$ cat config.mk
export PLATFORM = sky130hd
export DESIGN_NAME = frame_buf_arbiter
export DESIGN_NICKNAME = d
export VERILOG_FILES = /design/src/rtl/frame_buf_pkg.sv /design/src/rtl/fba_addr_gen.sv /design/src/rtl/frame_buf_arbiter.sv
export SDC_FILE = /design/constraint.sdc
export NUM_CORES = 1
export LEC_CHECK = 0
export ABC_AREA = 0
export CAP_MARGIN = 10
export CORE_UTILIZATION = 50
export CTS_BUF_LIST = sky130_fd_sc_hd__clkbuf_8
export CTS_CLUSTER_SIZE = 25
export DETAILED_ROUTE_END_ITERATION = 10
export DONT_BUFFER_PORTS = 1
export PLACE_DENSITY = 0.68
export SLEW_MARGIN = 20
export SYNTH_ARGS = -nofsm -noshare
export SYNTH_HDL_FRONTEND = slang
export SYNTH_HIERARCHICAL = 1
export SYNTH_SLANG_ARGS = --single-unit
$ cat constraint.sdc
create_clock -name clk -period 2.4 [get_ports clk]
set_input_delay 0.48 -clock clk [delete_from_list [all_inputs] [get_ports clk]]
set_output_delay 0.48 -clock clk [all_outputs]
set_load 0.01 [all_outputs]
$ cat src/rtl/frame_buf_pkg.sv
// Shared constants for the frame buffer arbiter: FSM encodings, bank count,
// default burst and frame sizes.
package frame_buf_pkg;

  localparam int NUM_BANKS       = 2;
  localparam int DEF_BURST_LEN   = 256;
  localparam int DEF_FRAME_WORDS = 393216;

  localparam logic [2:0] S_INIT    = 3'd0;
  localparam logic [2:0] S_IDLE    = 3'd1;
  localparam logic [2:0] S_WR_REQ  = 3'd2;
  localparam logic [2:0] S_WR_BUSY = 3'd3;
  localparam logic [2:0] S_RD_REQ  = 3'd4;
  localparam logic [2:0] S_RD_BUSY = 3'd5;

endpackage

$ cat src/rtl/fba_addr_gen.sv
// Per-direction burst address generator: tracks the word offset inside the
// current frame and forms bank base + offset. One instance for write, one for read.
module fba_addr_gen
  import frame_buf_pkg::*;
#(
  parameter int ADDR_W      = 22,
  parameter int BURST_LEN   = DEF_BURST_LEN,
  parameter int FRAME_WORDS = DEF_FRAME_WORDS
) (
  input  logic                         clk,
  input  logic                         rst_n,
  input  logic [$clog2(NUM_BANKS)-1:0] bank,
  input  logic                         advance,
  input  logic                         clear,
  output logic [ADDR_W-1:0]            addr,
  output logic                         complete
);

  localparam logic [ADDR_W-1:0] FW = ADDR_W'(FRAME_WORDS);
  localparam logic [ADDR_W-1:0] BL = ADDR_W'(BURST_LEN);

  logic [ADDR_W-1:0] offset;

  // Offset restarts on a new frame and steps one burst per finished burst.
  always_ff @(posedge clk or negedge rst_n) begin
    if (!rst_n)                     offset <= '0;
    else if (clear)                 offset <= '0;
    else if (advance && !complete)  offset <= offset + BL;
  end

  assign complete = (offset == FW);
  assign addr     = ADDR_W'(bank) * FW + offset;

endmodule

$ cat src/rtl/frame_buf_arbiter.sv
// Double-banked frame buffer arbiter: camera writes fill one bank while the
// Ethernet reader drains the last completed one. Bursts are serialized to a
// single outstanding memory request.
// Optional macro FRAME_BUF_ARBITER_STATS_EN enables frame/drop counters.
module frame_buf_arbiter
  import frame_buf_pkg::*;
#(
  parameter int ADDR_W      = 22,
  parameter int BURST_LEN   = DEF_BURST_LEN,
  parameter int FRAME_WORDS = DEF_FRAME_WORDS,
  parameter int LVL_W       = 10
) (
  input  logic              clk,
  input  logic              rst_n,
  input  logic              mem_init_done,
  input  logic              cap_frame_start,
  input  logic [LVL_W-1:0]  cap_fifo_level,
  input  logic              eth_frame_req,
  input  logic [LVL_W-1:0]  eth_fifo_space,
  output logic              mem_wr_req,
  output logic              mem_rd_req,
  output logic [ADDR_W-1:0] mem_addr,
  input  logic              mem_ack,
  input  logic              mem_done,
  output logic              wr_bank,
  output logic              rd_bank,
  output logic              frame_ready,
  output logic [15:0]       cap_frame_cnt,
  output logic [15:0]       drop_cnt
);

  localparam logic [31:0] BL1 = 32'(BURST_LEN);
  localparam logic [31:0] BL2 = 32'(2 * BURST_LEN);

  logic [2:0]        state;
  logic              cap_pend, eth_pend;
  logic              wr_active, rd_active, last_done, rr_wr;
  logic [ADDR_W-1:0] wr_addr, rd_addr;
  logic              wr_cmpl, rd_cmpl;
  logic              wr_elig, rd_elig, wr_urgent, idle_arb, grant_wr, grant_rd;
  logic              cap_apply, eth_apply, rd_clr, wr_adv, rd_adv, wr_swap;

  // Pending frame events are only acted on in IDLE, and they take the whole
  // IDLE cycle so arbitration always sees the updated frame state.
  assign cap_apply = (state == S_IDLE) && cap_pend;
  assign eth_apply = (state == S_IDLE) && eth_pend;
  assign rd_clr    = eth_apply && frame_ready;
  assign idle_arb  = (state == S_IDLE) && !cap_pend && !eth_pend;

  assign wr_elig   = wr_active && !wr_cmpl && (32'(cap_fifo_level) >= BL1);
  assign rd_elig   = rd_active && !rd_cmpl && (32'(eth_fifo_space) >= BL1);
  assign wr_urgent = 32'(cap_fifo_level) >= BL2;
  assign grant_wr  = idle_arb && wr_elig && (wr_urgent || !rd_elig || rr_wr);
  assign grant_rd  = idle_arb && rd_elig && !grant_wr;

  assign wr_adv = (state == S_WR_BUSY) && mem_done;
  assign rd_adv = (state == S_RD_BUSY) && mem_done;

  // Toggle to the other bank unless the reader is still draining it.
  assign wr_swap = !((~wr_bank) == rd_bank && rd_active && !rd_cmpl);

  fba_addr_gen #(.ADDR_W(ADDR_W), .BURST_LEN(BURST_LEN), .FRAME_WORDS(FRAME_WORDS)) u_wr_gen (
    .clk(clk), .rst_n(rst_n), .bank(wr_bank), .advance(wr_adv), .clear(cap_apply),
    .addr(wr_addr), .complete(wr_cmpl)
  );

  fba_addr_gen #(.ADDR_W(ADDR_W), .BURST_LEN(BURST_LEN), .FRAME_WORDS(FRAME_WORDS)) u_rd_gen (
    .clk(clk), .rst_n(rst_n), .bank(rd_bank), .advance(rd_adv), .clear(rd_clr),
    .addr(rd_addr), .complete(rd_cmpl)
  );

  // Burst FSM: issue one request, hold address until ack, wait for done.
  always_ff @(posedge clk or negedge rst_n) begin
    if (!rst_n) begin
      state      <= S_INIT;
      mem_wr_req <= 1'b0;
      mem_rd_req <= 1'b0;
      mem_addr   <= '0;
      rr_wr      <= 1'b1;
    end else begin
      case (state)
        S_INIT:    if (mem_init_done) state <= S_IDLE;
        S_IDLE: begin
          if (grant_wr) begin
            state      <= S_WR_REQ;
            mem_wr_req <= 1'b1;
            mem_addr   <= wr_addr;
            rr_wr      <= 1'b0;
          end else if (grant_rd) begin
            state      <= S_RD_REQ;
            mem_rd_req <= 1'b1;
            mem_addr   <= rd_addr;
            rr_wr      <= 1'b1;
          end
        end
        S_WR_REQ:  if (mem_ack) begin state <= S_WR_BUSY; mem_wr_req <= 1'b0; end
        S_WR_BUSY: if (mem_done) state <= S_IDLE;
        S_RD_REQ:  if (mem_ack) begin state <= S_RD_BUSY; mem_rd_req <= 1'b0; end
        S_RD_BUSY: if (mem_done) state <= S_IDLE;
        default:   state <= S_INIT;
      endcase
    end
  end

  // Frame bookkeeping: pending events, bank selection, ready flag.
  always_ff @(posedge clk or negedge rst_n) begin
    if (!rst_n) begin
      cap_pend    <= 1'b0;
      eth_pend    <= 1'b0;
      wr_active   <= 1'b0;
      rd_active   <= 1'b0;
      wr_bank     <= 1'b0;
      rd_bank     <= 1'b0;
      last_done   <= 1'b0;
      frame_ready <= 1'b0;
    end else begin
      cap_pend <= cap_frame_start | (cap_pend & ~cap_apply);
      eth_pend <= eth_frame_req | (eth_pend & ~eth_apply);
      if (rd_clr) begin
        rd_bank     <= last_done;
        rd_active   <= 1'b1;
        frame_ready <= 1'b0;
      end
      if (cap_apply) begin
        wr_active <= 1'b1;
        if (wr_active && wr_cmpl) begin
          last_done   <= wr_bank;
          frame_ready <= 1'b1;
          if (wr_swap) wr_bank <= ~wr_bank;
        end
      end
    end
  end

`ifdef FRAME_BUF_ARBITER_STATS_EN
  logic [15:0] cap_cnt_q, drop_cnt_q;

  // Saturating counts of applied frame starts and abandoned partial frames.
  always_ff @(posedge clk or negedge rst_n) begin
    if (!rst_n) begin
      cap_cnt_q  <= '0;
      drop_cnt_q <= '0;
    end else if (cap_apply) begin
      if (cap_cnt_q != 16'hFFFF) cap_cnt_q <= cap_cnt_q + 16'd1;
      if (wr_active && !wr_cmpl && drop_cnt_q != 16'hFFFF) drop_cnt_q <= drop_cnt_q + 16'd1;
    end
  end

  assign cap_frame_cnt = cap_cnt_q;
  assign drop_cnt      = drop_cnt_q;
`else
  assign cap_frame_cnt = '0;
  assign drop_cnt      = '0;
`endif

endmodule

======== After elaboration in Yosys (flattened, before gate mapping) ========
Index checks and enable logic that the tools add are counted.
word-level totals
  flip-flop bits (word level) ............. 80
  output and inout port bits .............. 59
  logic and storage cells ................. 112
cells by class
  magnitude comparators ................... 3
  equal/unequal tests ..................... 16
  multiply operators ...................... 2
  bitwise gates (word level) .............. 8
  reductions and logical operators ........ 41
  $add $sub $neg .......................... 4
  multiplexer cells ....................... 23
operators with widths
  cell                   count
  $mux 22                6
  $add 20x22->22         2
  $add 22x9->22 const B  2
  $eq 22x19->1 const B   2
  $ge 10x9->1 const B    2
  $logic_and 1x1->1      20
  $mux 3                 6
  $pmux 3 s5             1
  $ne 2x2->1 const B     6
  $ge 10x10->1 const B   1
  $reduce_bool 2->1      5
  $mux 1                 8
  $eq 3x2->1 const B     2
  $eq 3x3->1 const B     2
  $logic_not 1->1        6
  $mul 1x2->3 const B    2
  $reduce_and 3->1       2
  $reduce_and 5->1       1
  $not 1->1              4
  $pmux 1 s2             2
  $reduce_and 2->1       2
  $reduce_and 4->1       1
  $eq 3x1->1 const B     1
  $logic_not 3->1        1
  7 further kinds        10

======== Logic depth before layout (Yosys ltp) ========
  word-level depth ........................ 13
  depth in mapped cells ................... 10
  depth with buffers taken out ............ 9

======== Hierarchy ========
Netlist, hierarchy kept.
by module, submodules not included
  module                    instances  seq. area each (um^2)  cells each  area each (um^2)
  frame_buf_arbiter         1          902.1                  215         1938.1
  fba_addr_gen at u_rd_gen  1          350.3                  118         1043.5
  fba_addr_gen at u_wr_gen  1          350.3                  111         1038.5

======== Least setup slack after synthesis ========
OpenSTA, ideal clock, no wires.
  kind .................................... reg2reg
  start point ............................. register u_rd_gen.offset[19]
  end point ............................... register mem_addr[21]
  library setup time ...................... 0.082 ns
  stages on the path, launching flop included .. 11
  arrival ................................. 2.237 ns
  slack ................................... 0.081 ns
  path through ............................ dfrtp_1 -> buf_4 -> or4_1 -> nor4b_1 -> and4_1 -> nand2b_1 -> o31a_1 -> o21ba_4 -> buf_6 -> nand2_1 -> a31oi_1
between the ends
  word-level cells in the longest chain between the ends .. 12
  elaborated cells between the ends (all ways) .. 16
ends and longest elaborated chain
  element                            RTL line                 RTL
  from (decl)                        fba_addr_gen.sv:22       logic [ADDR_W-1:0] offset;
  from (signal assigned)             fba_addr_gen.sv:28       else if (advance && !complete) offset <= offset + BL;
  $eq 22x19->1 *                     fba_addr_gen.sv:31       assign complete = (offset == FW);
  net rd_cmpl                        frame_buf_arbiter.sv:39  logic wr_cmpl, rd_cmpl;
  $logic_not 1->1 *                  frame_buf_arbiter.sv:51  assign rd_elig = rd_active && !rd_cmpl && (32'(eth_fifo_space) >= BL1);
  $logic_and 1x1->1 * (2 in series)  frame_buf_arbiter.sv:51
  $logic_not 1->1                    frame_buf_arbiter.sv:53  assign grant_wr = idle_arb && wr_elig && (wr_urgent || !rd_elig || rr_wr);
  $logic_or 1x1->1 (2 in series)     frame_buf_arbiter.sv:53
  $logic_and 1x1->1                  frame_buf_arbiter.sv:53
  $logic_not 1->1                    frame_buf_arbiter.sv:54  assign grant_rd = idle_arb && rd_elig && !grant_wr;
  $logic_and 1x1->1                  frame_buf_arbiter.sv:54
  $reduce_bool 2->1 (no line)        --
  $reduce_and 2->1 (no line)         --
  to (signal assigned)               frame_buf_arbiter.sv:87  mem_addr <= wr_addr;
  to (signal assigned)               frame_buf_arbiter.sv:92  mem_addr <= rd_addr;
  to (decl)                          frame_buf_arbiter.sv:22  output logic [ADDR_W-1:0] mem_addr,
Mark *: on every way through the listed nets, which the timed path passes. The rest lies on a longest branch. The select of a mux whose other input is x is not followed.
A chain may end at the register's enable or synchronous reset.

======== Worst setup path in the final report ========
  start point ............................. register u_rd_gen.offset[16]
  end point ............................... register mem_addr[14]
Same word-level chain as after synthesis.

==> results.toml <==
[final_layout]
diodes = 0
mostFrequentLayoutCell = "dfrtp_1"
postLayoutCoreUtil = 0.558
layout-area-overhead-vs-synth_pct = 7.84
finish.net_count = 486
layout_common_cells = "dfrtp_1, nand2_1, conb_1"
final_layout_size_suffix_gt1_frac = 0.196

[power]
power.ir.vdd_worst_mv = 0.469
clock_power_share = 0.275
intPower_mw = 2.25
switching_power_summed_over_all_nets_mw = 1.19
p_comb_frac = 0.260
static_leakage_nw = 1.98
seq_power_share = 0.466
swShare = 0.347
power_per_cell_area_mw_per_mm2 = 793

[global_routing]
grtUsageTotal = 0.211
globalRouteOverflowTotal = 0
grt_antenna_before_repair = 0
grt_pass1_vias = 2752
grt_first_pass_wirelength_um = 13700
grt_max_degree = 65

[yosys]
yosys.area.top_type_share = 0.392
syn_avg_cell_area_um2 = 9.05
share_of_flip_flops_with_an_asynchronous_set_or_reset_after_synthesis = 1.00
seq_area_frac_synth = 0.399
synth_largest_area_cell = "dfrtp_1"
syn-instance-count = 444
postSynth.topFlopCell = "dfrtp_1"
yosysWarningCount = 6
synth_enable_flop_cells = 0
yosys.cell_types.count = 54
netlist_top_cells_area = "dfrtp_1, buf_4, nand2_1"
synth.cell_area_mm2 = 0.00402
ys_seq_elements = 64

[setup_path]
critical_path_slowest_stage_cell = "or4_4"
start_kind = "flip-flop"
critPathRequiredTime_ns = 2.62
critPathCaptureType = "flip-flop"
critical_path.max_stage_delay_ns = 0.55
ff2ff_setup_slack_ns = 0.02
worstPathMaxFanout = 17
path_class = "reg2reg"
critical_path_arrival_ns = 2.60
worstPathCellList = "or4_4, nor4b_4, and4_1, nand2b_4, buf_4, or2_4, a21oi_4, buf_12, nor2_1, a31oi_1"

[sta]
finalMaxSlewViolations = 0
setup_viol = 0
post-route-min-period_ns = 2.38
unrepaired_setup_endpoints_after_global_routing = "true"
max_clock_freq_mhz = 420
final.hold.worst_slack_ns = 0.00941
layout_worst_path_cycle_share = 0.991
total_count_of_hold_check_failures_in_the_final_report = 0
finClkSkew_ns = 0.00814

[status]
run_status = "finished clean"

[floorplanning]
core_region_area_mm2 = 0.00777
die_w_um = 91.7
floorplan.io_pins = 86
initial_util = 0.518
die_h_um = 91.7
full_die_area_mm2 = 0.00840
number_of_cell_rows = 32

[route]
totalWireLength_um = 8550
route.detailed.drc = 0
number_of_nets_with_antenna_violations_after_detailed_routing = 0
vias = 2965
initialDrtViolationCount = 165
drt-pass1-iter-count = 5
detail_route.vias_per_cell = 5.33
detail_route.wl_per_cell_um = 15.4

[cts]
cts_max_level = 3
cts-root-to-sink-buffers = 2
clock_latency_reported_for_the_late_side_of_the_worst_skew_pair_ns = 0.35
cts_root_buffer_type = "clkbuf_8"
numCtsBuffers = 9
tritoncts_clock_tree = "yes"
register_clock_pin_slew_on_the_reported_worst_setup_and_hold_paths_ns = 0.07
numClockSinks = 64

[placed_design]
sum_of_net_half_perimeters_after_detailed_placement_um = 5700
io_buffers = 0
gpl.final_weighted_congestion = 0.829

[job]
max-cap-violations = 0

[hold_path]
min-delay-path-class = "in2async"
==> final timing paths <==
check	cells after the start	startpoint	endpoint
min in group clk	1	cap_frame_start	cap_pend$_DFF_PN0_
worst max register to register	10	u_rd_gen/offset[16]$_DFFE_PN0P_	mem_addr[14]$_DFFE_PN0P_
worst min register to register	1	wr_active$_DFFE_PN0P_	wr_active$_DFFE_PN0P_
worst min-delay path	1	rst_n	mem_addr[4]$_DFFE_PN0P_
worst max-delay path	10	u_rd_gen/offset[16]$_DFFE_PN0P_	mem_addr[14]$_DFFE_PN0P_
max in group asynchronous	1	rst_n	rr_wr$_DFFE_PN1P_
==> flip-flops by register name, summed over array words and instances, names as in the netlist <==
signal	flops
rd_active	1
rr_wr	1
wr_bank	1
last_done	1
frame_ready	1
eth_pend	1
u_rd_gen/offset	14
wr_active	1
state	3
mem_rd_req	1
u_wr_gen/offset	14
cap_pend	1
mem_wr_req	1
rd_bank	1
mem_addr	22
==> synthesized netlist by cell type, types with 3 or more instances <==
master / instances
nand2_1: 63
a21o_1: 5
buf_2: 6
and4_1: 3
buf_4: 70
dfrtp_1: 63
nand3_1: 8
ha_1: 8
xor2_1: 10
o21ai_0: 12
nor4b_1: 3
or4_1: 5
nand4_1: 10
nor2_1: 50
mux2_2: 3
xnor2_1: 10
and2_1: 4
clkbuf_1: 5
conb_1: 3
buf_6: 3
inv_1: 8
nor4_2: 3
a31oi_1: 22
nand2b_1: 8
a21oi_1: 11
nor3_1: 5
or3_1: 6
==> metrics by stage <==
stage          setup TNS (ns)  setup WS [ns]  area [um^2]  instances  power (mW)
2_1_floorplan               0         0.0807         4190        489        2.22
3_3_place_gp            -1.13        -0.0926         3900        529        2.33
3_5_place_dp            -2.78         -0.204         3900        529        2.35
4_1_cts                -0.144        -0.0233         4230        552        3.36
5_1_grt                -0.964        -0.0780         4340        556        3.65
6_report                    0         0.0215         4340        556        3.44
==> critical path, delay by kind of cell (launching register included) <==
family	cells	cell delay (ns)
AO/OA/AOI/OAI	2	0.17
buffers and inverters	2	0.31
flip-flops	1	0.38
AND/OR/NAND/NOR	6	1.39
==> power groups by stage <==
stage	Combinational, mW	Clock, mW	Sequential, mW
CTS	0.815	0.953	1.59
finish	0.893	0.945	1.60
global route	1.01	1.00	1.64
floorplan	0.658	0	1.56
detailed placement	0.747	0	1.61
global placement	0.730	0	1.60
==> logic make-up (layout without fill, tap and decap cells) <==
logic type	after synthesis	count (layout)	share of synthesized area
DFF	64	64	0.399
xor gates and xnor gates	20	20	0.0436
buffers and inverters	92	55	0.159
adders and majority gates	11	11	0.0373
and+or+nand+nor	187	187	0.242
muxes	5	5	0.0134
AOI/OAI and AO/OA	62	64	0.104
other	3	48	0.00280
==> metal layers <==
metal  routed length (um)  vias up  track usage
met3                  606       13       0.0647
met1                 3870     1446        0.294
met4                  131        0       0.0754
met2                 3940       91        0.310
li1                     -     1415            -
met5                    0        -            0
==> repair_timing <==
item	CTS	global route
gates cloned	2	2
setup buffers	4	2
gates resized for setup	12	15
pin swaps	20	6
setup endpoints to repair	26	27
hold buffers	1	0
endpoints found under the hold margin	64	0
==> area by class of cell <==
cell class,count,area (um^2)
inverter,8,30.0
clock inverter,5,47.5
clock buffer,11,151
sequential,64,1600
fill,687,3430
tap,102,128
multi-input combinational,335,2060
timing repair buffer,31,313
(Power assumes the default switching activity.)
